**src/rtl/seg_mux_driver.sv**
```systemverilog
// seg_mux_driver
// Time-multiplexed driver for a dual common-anode seven-segment display.
// Each DIP-switch nibble is shown as a hex digit on its own half of a
// shared segment bus. A blanking gap between the digits suppresses ghosting.
//
// Ports
//   clk    in   1  system clock, rising edge
//   reset  in   1  synchronous, active-low reset
//   s1     in   4  value for digit 0, already synchronized upstream
//   s2     in   4  value for digit 1, already synchronized upstream
//   seg    out  7  segment drive, active-low, {g,f,e,d,c,b,a}
//   an     out  2  anode enables, active-low; an[0] = digit 0, an[1] = digit 1
module seg_mux_driver #(
  parameter int HOLD_CYCLES  = 24000,
  parameter int BLANK_CYCLES = 480
) (
  input  logic       clk,
  input  logic       reset,
  input  logic [3:0] s1,
  input  logic [3:0] s2,
  output logic [6:0] seg,
  output logic [1:0] an
);

  localparam int MAX_HB = (HOLD_CYCLES > BLANK_CYCLES) ? HOLD_CYCLES : BLANK_CYCLES;
  localparam int MAXC   = (MAX_HB > 2) ? MAX_HB : 2;
  localparam int CW     = $clog2(MAXC);
  localparam bit HAS_BLANK = (BLANK_CYCLES > 0);

  // The counter is loaded with N-1 on entry and the state expires when it
  // reads zero, so a state lasts exactly N cycles (N = 1 included).
  localparam logic [CW-1:0] HOLD_LD  = CW'(HOLD_CYCLES - 1);
  localparam logic [CW-1:0] BLANK_LD = HAS_BLANK ? CW'(BLANK_CYCLES - 1) : '0;

  typedef enum logic [1:0] {
    SHOW0  = 2'd0,
    BLANK0 = 2'd1,
    SHOW1  = 2'd2,
    BLANK1 = 2'd3
  } state_t;

  state_t        state_q, state_d;
  logic [CW-1:0] cnt_q, cnt_d;
  logic [3:0]    digit_q, digit_d;
  logic [6:0]    seg_q, seg_d;
  logic [1:0]    an_q, an_d;

  // Active-low hex glyphs, bit order {g,f,e,d,c,b,a}.
  function automatic logic [6:0] hex7(input logic [3:0] v);
    logic [6:0] g;
    case (v)
      4'h0: g = 7'b1000000;
      4'h1: g = 7'b1111001;
      4'h2: g = 7'b0100100;
      4'h3: g = 7'b0110000;
      4'h4: g = 7'b0011001;
      4'h5: g = 7'b0010010;
      4'h6: g = 7'b0000010;
      4'h7: g = 7'b1111000;
      4'h8: g = 7'b0000000;
      4'h9: g = 7'b0010000;
      4'hA: g = 7'b0001000;
      4'hB: g = 7'b0000011;
      4'hC: g = 7'b1000110;
      4'hD: g = 7'b0100001;
      4'hE: g = 7'b0000110;
      default: g = 7'b0001110;
    endcase
    return g;
  endfunction

  always_comb begin
    state_d = state_q;
    cnt_d   = cnt_q - CW'(1);
    digit_d = digit_q;
    seg_d   = seg_q;
    an_d    = an_q;

    if (cnt_q == '0) begin
      case (state_q)
        SHOW0:   state_d = HAS_BLANK ? BLANK0 : SHOW1;
        BLANK0:  state_d = SHOW1;
        SHOW1:   state_d = HAS_BLANK ? BLANK1 : SHOW0;
        default: state_d = SHOW0;
      endcase

      // The digit is captured only on SHOW entry and then frozen.
      case (state_d)
        SHOW0: begin
          cnt_d   = HOLD_LD;
          digit_d = s1;
          seg_d   = hex7(s1);
          an_d    = 2'b10;
        end
        SHOW1: begin
          cnt_d   = HOLD_LD;
          digit_d = s2;
          seg_d   = hex7(s2);
          an_d    = 2'b01;
        end
        default: begin
          cnt_d = BLANK_LD;
          seg_d = 7'b1111111;
          an_d  = 2'b11;
        end
      endcase
    end else if (state_q == SHOW0 || state_q == SHOW1) begin
      seg_d = hex7(digit_q);
    end
  end

  // Reset parks in BLANK1 with an expired counter, so the first released
  // edge goes straight to SHOW0.
  always_ff @(posedge clk) begin
    if (!reset) begin
      state_q <= BLANK1;
      cnt_q   <= '0;
      seg_q   <= 7'b1111111;
      an_q    <= 2'b11;
    end else begin
      state_q <= state_d;
      cnt_q   <= cnt_d;
      seg_q   <= seg_d;
      an_q    <= an_d;
    end
  end

  always_ff @(posedge clk) begin
    digit_q <= digit_d;
  end

  assign seg = seg_q;
  assign an  = an_q;

endmodule

```
**config.mk**
```make
export PLATFORM = sky130hd
export DESIGN_NAME = seg_mux_driver
export DESIGN_NICKNAME = d
export VERILOG_FILES = /design/src/rtl/seg_mux_driver.sv
export SDC_FILE = /design/constraint.sdc
export NUM_CORES = 1
export LEC_CHECK = 0
export CAP_MARGIN = 20
export CORE_ASPECT_RATIO = 0.8
export CORE_MARGIN = 8
export CORE_UTILIZATION = 35
export DETAILED_ROUTE_END_ITERATION = 8
export PLACE_DENSITY = 0.61
export SETUP_SLACK_MARGIN = 0.05
export SLEW_MARGIN = 20
export SYNTH_ARGS = -nofsm -noshare
export SYNTH_HDL_FRONTEND = slang
export SYNTH_SLANG_ARGS = --single-unit
```
**constraint.sdc**
```tcl
create_clock -name clk -period 3.4 [get_ports clk]
set_input_delay 0.51 -clock clk [delete_from_list [all_inputs] [get_ports clk]]
set_output_delay 0.51 -clock clk [all_outputs]
set_load 0.03 [all_outputs]
```
* Yosys cells after proc, flatten, opt, wreduce, memory -nomap -nowiden
Memories as Yosys holds them, arrays and structs flattened. A register that Yosys moved wholly into a read port is not among the register bits.
Index checks and enable logic that the tools add are counted.
Widths: inputs -> output; s select.
** Cells by class
- Reductions and logical operators :: 8
- Add/subtract/negate cells :: 1
- Mux-type cells :: 10
- Eq/ne operators :: 3
** Operator list (count)
- $mux 15 :: 2
- $logic_not 15->1 :: 1
- $sub 15x1->15 const B :: 1
- $mux 7 :: 2
- $pmux 7 s2 :: 1
- $pmux 4 s2 :: 1
- $pmux 2 s3 :: 1
- $eq 2x2->1 const B :: 2
- $logic_not 2->1 :: 2
- $mux 4 :: 1
- $pmux 2 s2 :: 1
- $reduce_bool 2->1 :: 2
- $eq 2x1->1 const B :: 1
- $mux 2 :: 1
- $reduce_and 2->1 :: 1
- $reduce_or 2->1 :: 1
- $logic_or 1x1->1 :: 1
** Storage, ports and cells
- Register bits :: 30
- Bits in read-only memories :: 336
- Memories :: 3
- Logic and storage cells :: 30
- Input bits :: 10
- Output and inout port bits :: 9
** Memory list
- (name not given) :: words 16, bits a word 7, rd ports 1, clocked after Yosys merged registers in 0, wr ports 0, line 51 : case (v)
- (name not given) :: words 16, bits a word 7, rd ports 1, clocked after Yosys merged registers in 0, wr ports 0, line 51
- (name not given) :: words 16, bits a word 7, rd ports 1, clocked after Yosys merged registers in 1, wr ports 0, line 51

* Logic depth before layout (Yosys ltp)
Gate-level depths: netlist (run 1).
- Depth in word-level cells :: 7
- Mapped depth :: 13
- Depth with buffers taken out :: 11

* Worst setup path before layout (run 1)
OpenSTA, ideal clock, no wires.
- Path kind :: register -> register
- Start point :: reg state_q[1]
- End point :: reg with a tool-made name
- Stages on the path, launching flop included :: 13
- Required time :: 3.278 ns
- Setup slack :: 0.581 ns
- Library setup time :: 0.122 ns
- Period minus slack after synthesis :: 2.819 ns
- Buffers on the path :: 2
- Arrival :: 2.697 ns
- Cells stage by stage :: dfxtp_1 -> inv_1 -> ha_1 -> clkbuf_1 -> nor2_1 -> nor3_4 -> nand3_4 -> clkbuf_1 -> mux2i_1 -> inv_1 -> ha_1 -> a211oi_1 -> a21oi_1
** RTL lines
- from (decl) :: line 42 : state_t state_q, state_d;
- from (signal assigned) :: line 121 : state_q <= state_d;

==> results.yml, run 1 <==
run_status:
  status: "completed"
cts:
  post_cts_buffers: 0
  tritoncts: "built"
  cts_sinks: 37
  cts_buffer_depth: 2
  h-tree-depth: 2
  postCtsResizedCells: 0
  cts_hold_buf: 0
  cts.clk_slew.worst_paths_ns: 0.08
  cts_made_buffers: 5
  clkLatencyLatePin_ns: 0.29
  cts.root.buffer_cell: "clkbuf_8"
die:
  initial_core_util_pct: 35.4
  num_rows: 28
  die_y_microns: 92.8
  io_pins: 19
  die_x_microns: 112
  fp.coreArea_sq_um: 7290
  dieArea_sq_um: 10400
yosys:
  synth_seq_cells: 37
  synth_area_leaders: "dfxtp_1 26%, ha_1 14%, mux2i_1 5.4%"
  synthFlopType: "dfxtp_1"
  ys_types: 49
  synth_warnings: 0
  synthTopCellsByCount: "33 x dfxtp_1, 28 x ha_1, 22 x nand2_1, 19 x nor2_1, 18 x a21oi_1"
  synth_top_area_cell: "dfxtp_1"
  syn_avg_cell_area_sq_um: 8.90
  yosys.area.top_type_share_pct: 25.6
  synth_nets: 328
  synth_edf_count: 4
  seq_area_frac_synth_pct: 30.2
  yosysMostFrequentCell: "dfxtp_1"
  synth_cells: 290
  synth_area_sq_um: 2580
  synth_async_sr_flop_share_pct: 0
critical_path:
  crit_path_cell_trace: "ha_1 > nor2_1 > nor3_4 > nand3_4 > mux2i_1 > inv_1 > ha_1 > a211oi_1 > a21oi_1"
  cpPeakStageDelay_ns: 0.47
  r2r-start: "state_q[0]"
  crit_type: "reg2reg"
  r2r_slack_ns: 0.69
  worstPathRequired_ns: 3.55
  r2r_cells: 9
  critPathArrivalTime_ns: 2.86
  slowest_stage: "mux2i_1"
  worstPathMaxFanout: 12
  cpMostUsedCell: "ha_1"
  worstSetupEndpointType: "register"
  timing.critical_path.from_type: "register"
global_route:
  grt_max_degree: 26
  grt_pass1_wl_microns: 10000
  grt_usage_pct: 11.8
  antenna_found_initial: 0
  gr-total-overflow: 0
  grt_pass1_vias: 1991
placed_design:
  place.gp.congestion: 0.857
  dp_slack_ns: 0.438
  dp_hpwl_microns: 4480
  numPortBuffers: 18
worst_hold_path:
  hold_path_class: "reg2reg"
  holdPathEnd: "cnt_q[0]"
  hold_path.startpoint: "cnt_q[0]"
  hold_depth: 1
route:
  ant_nets: 0
  num_vias: 2113
  drt-initial-drc-count: 145
  avgViaCountPerCell: 5.36
  drc_errors: 0
  first_pass_iters: 4
  routedWlPerCell_microns: 14.9
  wl_microns: 5890
power:
  ir_drop_uv: 230
  powerDensity_nw_per_um2: 836
  leakage_uw: 0.00123
sta:
  rsz0062_at_grt: "no"
  fin_crit_sh_pct: 79.8
  maxSlewViolCount: 0
  setup_viol: 0
  setup_tns_ns: 0
  tightest_slew_ns: 0.855
  max_freq_mhz: 369
  period_needed_ns: 2.71
  relSlewSlack_pct: 42.8
  clock_skew_ns: 0.0119
  fin_ws_ns: 0.687
  finalHoldViolCount: 0
cells_and_area:
  syn_to_final_growth_pct: 13.2
  antennaDiodeCount: 0
  drive_gt1_share_pct: 9.87
  nets: 342
run:
  cap_viol_max_count: 0
critical path, delay by kind of cell (launching register included):
family                     cells  cell delay [ns]
AOI/OAI and AO/OA              2             0.32
buffers and inverters          1             0.13
and+or+nand+nor                3             0.55
adders and majority gates      2             0.63
DFF                            1             0.46
muxes                          1             0.47
metrics by stage:
stage	utilization (%)	power [uW]	hold slack (ns)	instance area [sq um]	std cells
after global routing	40.1	2650	0.507	2920	394
after detailed placement	39.0	2160	0.478	2850	387
after CTS	40.1	2460	0.488	2920	394
final	40.1	2440	0.485	2920	394
after floorplan	-	1840	0.434	2580	290
after global placement	39.0	2140	0.457	2850	387
report_power, final:
part / leakage, uW / internal [uW] / switching (uW)
combinational: 0.000878 / 592 / 797
clock: 0.0000410 / 139 / 151
sequential: 0.000309 / 627 / 135
cell type report:
| class | count | area [sq um] |
|---|---|---|
| clock buffer | 6 | 72.6 |
| clock inverter | 1 | 5.00 |
| fill | 722 | 4360 |
| inverter | 16 | 60.1 |
| multi-input combinational | 218 | 1650 |
| sequential | 37 | 781 |
| tap | 90 | 113 |
| timing repair buffer | 26 | 240 |
worst max-delay path by stage:
stage,start,endpoint,slack [ns],cells past startpoint
after floorplan,state_q[1],register,0.58,12
after global placement,s1[0],seg[3],0.52,8
after detailed placement,s1[0],seg[3],0.44,8
after CTS,state_q[0],register,0.71,9
after global routing,state_q[0],register,0.49,9
final,state_q[0],register,0.69,9
per-layer routing:
metal	track usage [%]	wire, microns	vias to the layer above
li1	-	-	1068
met1	16.5	3000	998
met2	17.8	2560	39
met3	2.21	253	8
met4	4.03	76	0
met5	0	0	-
layout by cell type, fill, tap and decap left out, drive strengths merged, types with 7 or more instances in the layout:
cell,Yosys,final
ha,28,28
o21ai,15,15
mux2i,15,15
xnor2,10,10
nor2,19,19
inv,16,16
clkdlybuf4s50,0,18
dfxtp,33,33
nor3,11,11
buf,4,8
o211ai,7,7
nand2,22,22
a21oi,18,18
cell families after synthesis:
logic type               after synthesis  synth area share (%)
AND/OR/NAND/NOR                       82                  17.5
flip-flops                            37                  30.2
multiplexers                          22                  9.89
XOR/XNOR                              13                  4.41
adder cells (fa/ha/maj)               28                  13.6
AO/OA/AOI/OAI                         73                  18.6
buffers and inverters                 35                  5.77
No activity file was read; power rests on OpenSTA's default activity.
==> run 2: changes to the inputs <==
PLACE_DENSITY = 0.63   (was 0.61)
clock period = 2.4 ns   (was 3.4 ns; I/O delays follow)
==> results.yml, run 2 (same netlist as run 1, synthesis figures left out) <==
cells_and_area:
  syn_to_final_growth_pct: 24.5
  drive_gt1_share_pct: 19.9
  nets: 369
  antennaDiodeCount: 0
  final_util_pct: 44.1
  layout_common_cells: "34 x buf_4, 32 x dfxtp_1, 27 x ha_1"
  fin_area_sq_um: 3210
  final_common_cell: "buf_4"
  fillCellCount: 711
route:
  drt-initial-drc-count: 137
  num_vias: 2212
  first_pass_iters: 5
  avgViaCountPerCell: 5.24
  wl_microns: 6210
  ant_nets: 0
  routedWlPerCell_microns: 14.7
  drc_errors: 0
critical_path:
  critPathBufInv: 2
  worstSetupEndpointType: "register"
  crit_path_cell_trace: "or4_4 > nor3_4 > nand3_4 > buf_4 > mux2i_2 > buf_4 > mux2i_1 > o22ai_1"
  slowest_stage: "or4_4"
  timing.critical_path.from_type: "register"
  critPathArrivalTime_ns: 2.44
  crit_type: "reg2reg"
  r2r_slack_ns: 0.11
  r2r_cells: 8
  cpMostUsedCell: "buf_4"
  worstPathMaxFanout: 11
  worstPathRequired_ns: 2.55
  r2r-start: "cnt_q[9]"
  cpPeakStageDelay_ns: 0.59
  critical-path-top-delay-family: "simple AND/OR/NAND/NOR gates"
placed_design:
  place.gp.congestion: 0.856
  numPortBuffers: 18
  placed_area_sq_um: 3080
  dp_hpwl_microns: 4890
worst_hold_path:
  hold_path_class: "reg2reg"
  hold_depth: 1
  holdPathEnd: "cnt_q[0]"
  hold_path.startpoint: "cnt_q[0]"
global_route:
  grt_pass1_wl_microns: 10400
  antenna_found_initial: 0
  grt_pass1_vias: 2102
  grt_max_degree: 18
  grt_usage_pct: 12.1
  gr-total-overflow: 0
cts:
  cts_made_buffers: 5
  tritoncts: "built"
  cts.root.buffer_cell: "clkbuf_8"
  cts_hold_buf: 0
  h-tree-depth: 2
  cts_buffer_depth: 2
  cts.clk_slew.worst_paths_ns: 0.08
  cts_sinks: 37
  clkLatencyLatePin_ns: 0.29
sta:
  clock_skew_ns: 0.0114
  relSlewSlack_pct: 69.9
  period_needed_ns: 2.29
  setup_viol: 0
  tightest_slew_ns: 0.438
  fin_crit_sh_pct: 95.3
  setup_tns_ns: 0
  finalHoldViolCount: 0
  maxSlewViolCount: 0
  hold_ws_ns: 0.468
  rsz0062_at_grt: "yes"
  max_freq_mhz: 437
die:
  num_rows: 28
  io_pins: 19
  dieArea_sq_um: 10400
  die_x_microns: 112
  fp.coreArea_sq_um: 7290
  die_y_microns: 92.8
  initial_core_util_pct: 35.4
power:
  ir_drop_uv: 503
  leakage_uw: 0.00137
  powerDensity_nw_per_um2: 1190
  power_uw: 3820
run:
  cap_viol_max_count: 0
run_status:
  status: "completed"
-- run 2: routing by layer --
layer | part of all wire, % | global-route usage [%] | vias to the layer above | wire length, microns
li1 | - | - | 1132 | -
met1 | 51 | 16.5 | 1047 | 3160
met2 | 45 | 19.3 | 31 | 2780
met3 | 4.1 | 2.21 | 2 | 253
met4 | 0.35 | 3.02 | 0 | 22
met5 | 0 | 0 | - | 0
-- run 2: report_power, final --
part           total, uW  internal, uW  switching [uW]
clock                520           296             224
sequential          1080           890             186
combinational       2220          1020            1200
-- run 2: metrics by stage --
step                std cells  worst slack [ns]
detailed placement        413            -0.221
global placement          413            -0.118
global route              422            0.0201
CTS                       421            0.0927
floorplan                 290            0.0546
finish                    422             0.112
-- run 2: timing repair --
item	4_1_cts	5_1_grt
endpoints found under the setup margin	0	6
resized for setup	0	5
setup buffers	0	1
-- run 2: worst reg2reg max path: stages (launching register included) --
cell     delay [ns]
dfxtp_1        0.33
or4_4          0.59
nor3_4         0.17
nand3_4        0.14
buf_4          0.21
mux2i_2        0.17
buf_4          0.21
mux2i_1        0.21
o22ai_1        0.13
-- run 2: final cells by class --
| type | instances | area, sq um | share of cell area, % |
|---|---|---|---|
| tap | 90 | 113 | 3.50 |
| sequential | 37 | 782 | 24.3 |
| multi-input combinational | 218 | 1690 | 52.5 |
| clock buffer | 7 | 108 | 3.35 |
| inverter | 16 | 60.1 | 1.87 |
| timing repair buffer | 53 | 455 | 14.2 |
| clock inverter | 1 | 7.51 | 0.234 |
-- run 2: worst max path at each step --
stage	startpoint	to	slack (ns)	cells after the start
after floorplan	cnt_q[7]	register	0.05	11
after global placement	s1[0]	seg[3]	-0.12	8
after detailed placement	s1[0]	seg[3]	-0.22	8
after CTS	s1[0]	seg[3]	0.09	8
after global routing	cnt_q[9]	register	0.02	8
final	cnt_q[9]	register	0.11	8
==> run 3: changes to the inputs <==
ABC_CLOCK_PERIOD_IN_PS = 2400   (was unset)
CTS_CLUSTER_DIAMETER = 200   (was unset)
==> results of run 3 <==
No change in the layout: final DEF, timing and power equal those of run 2.
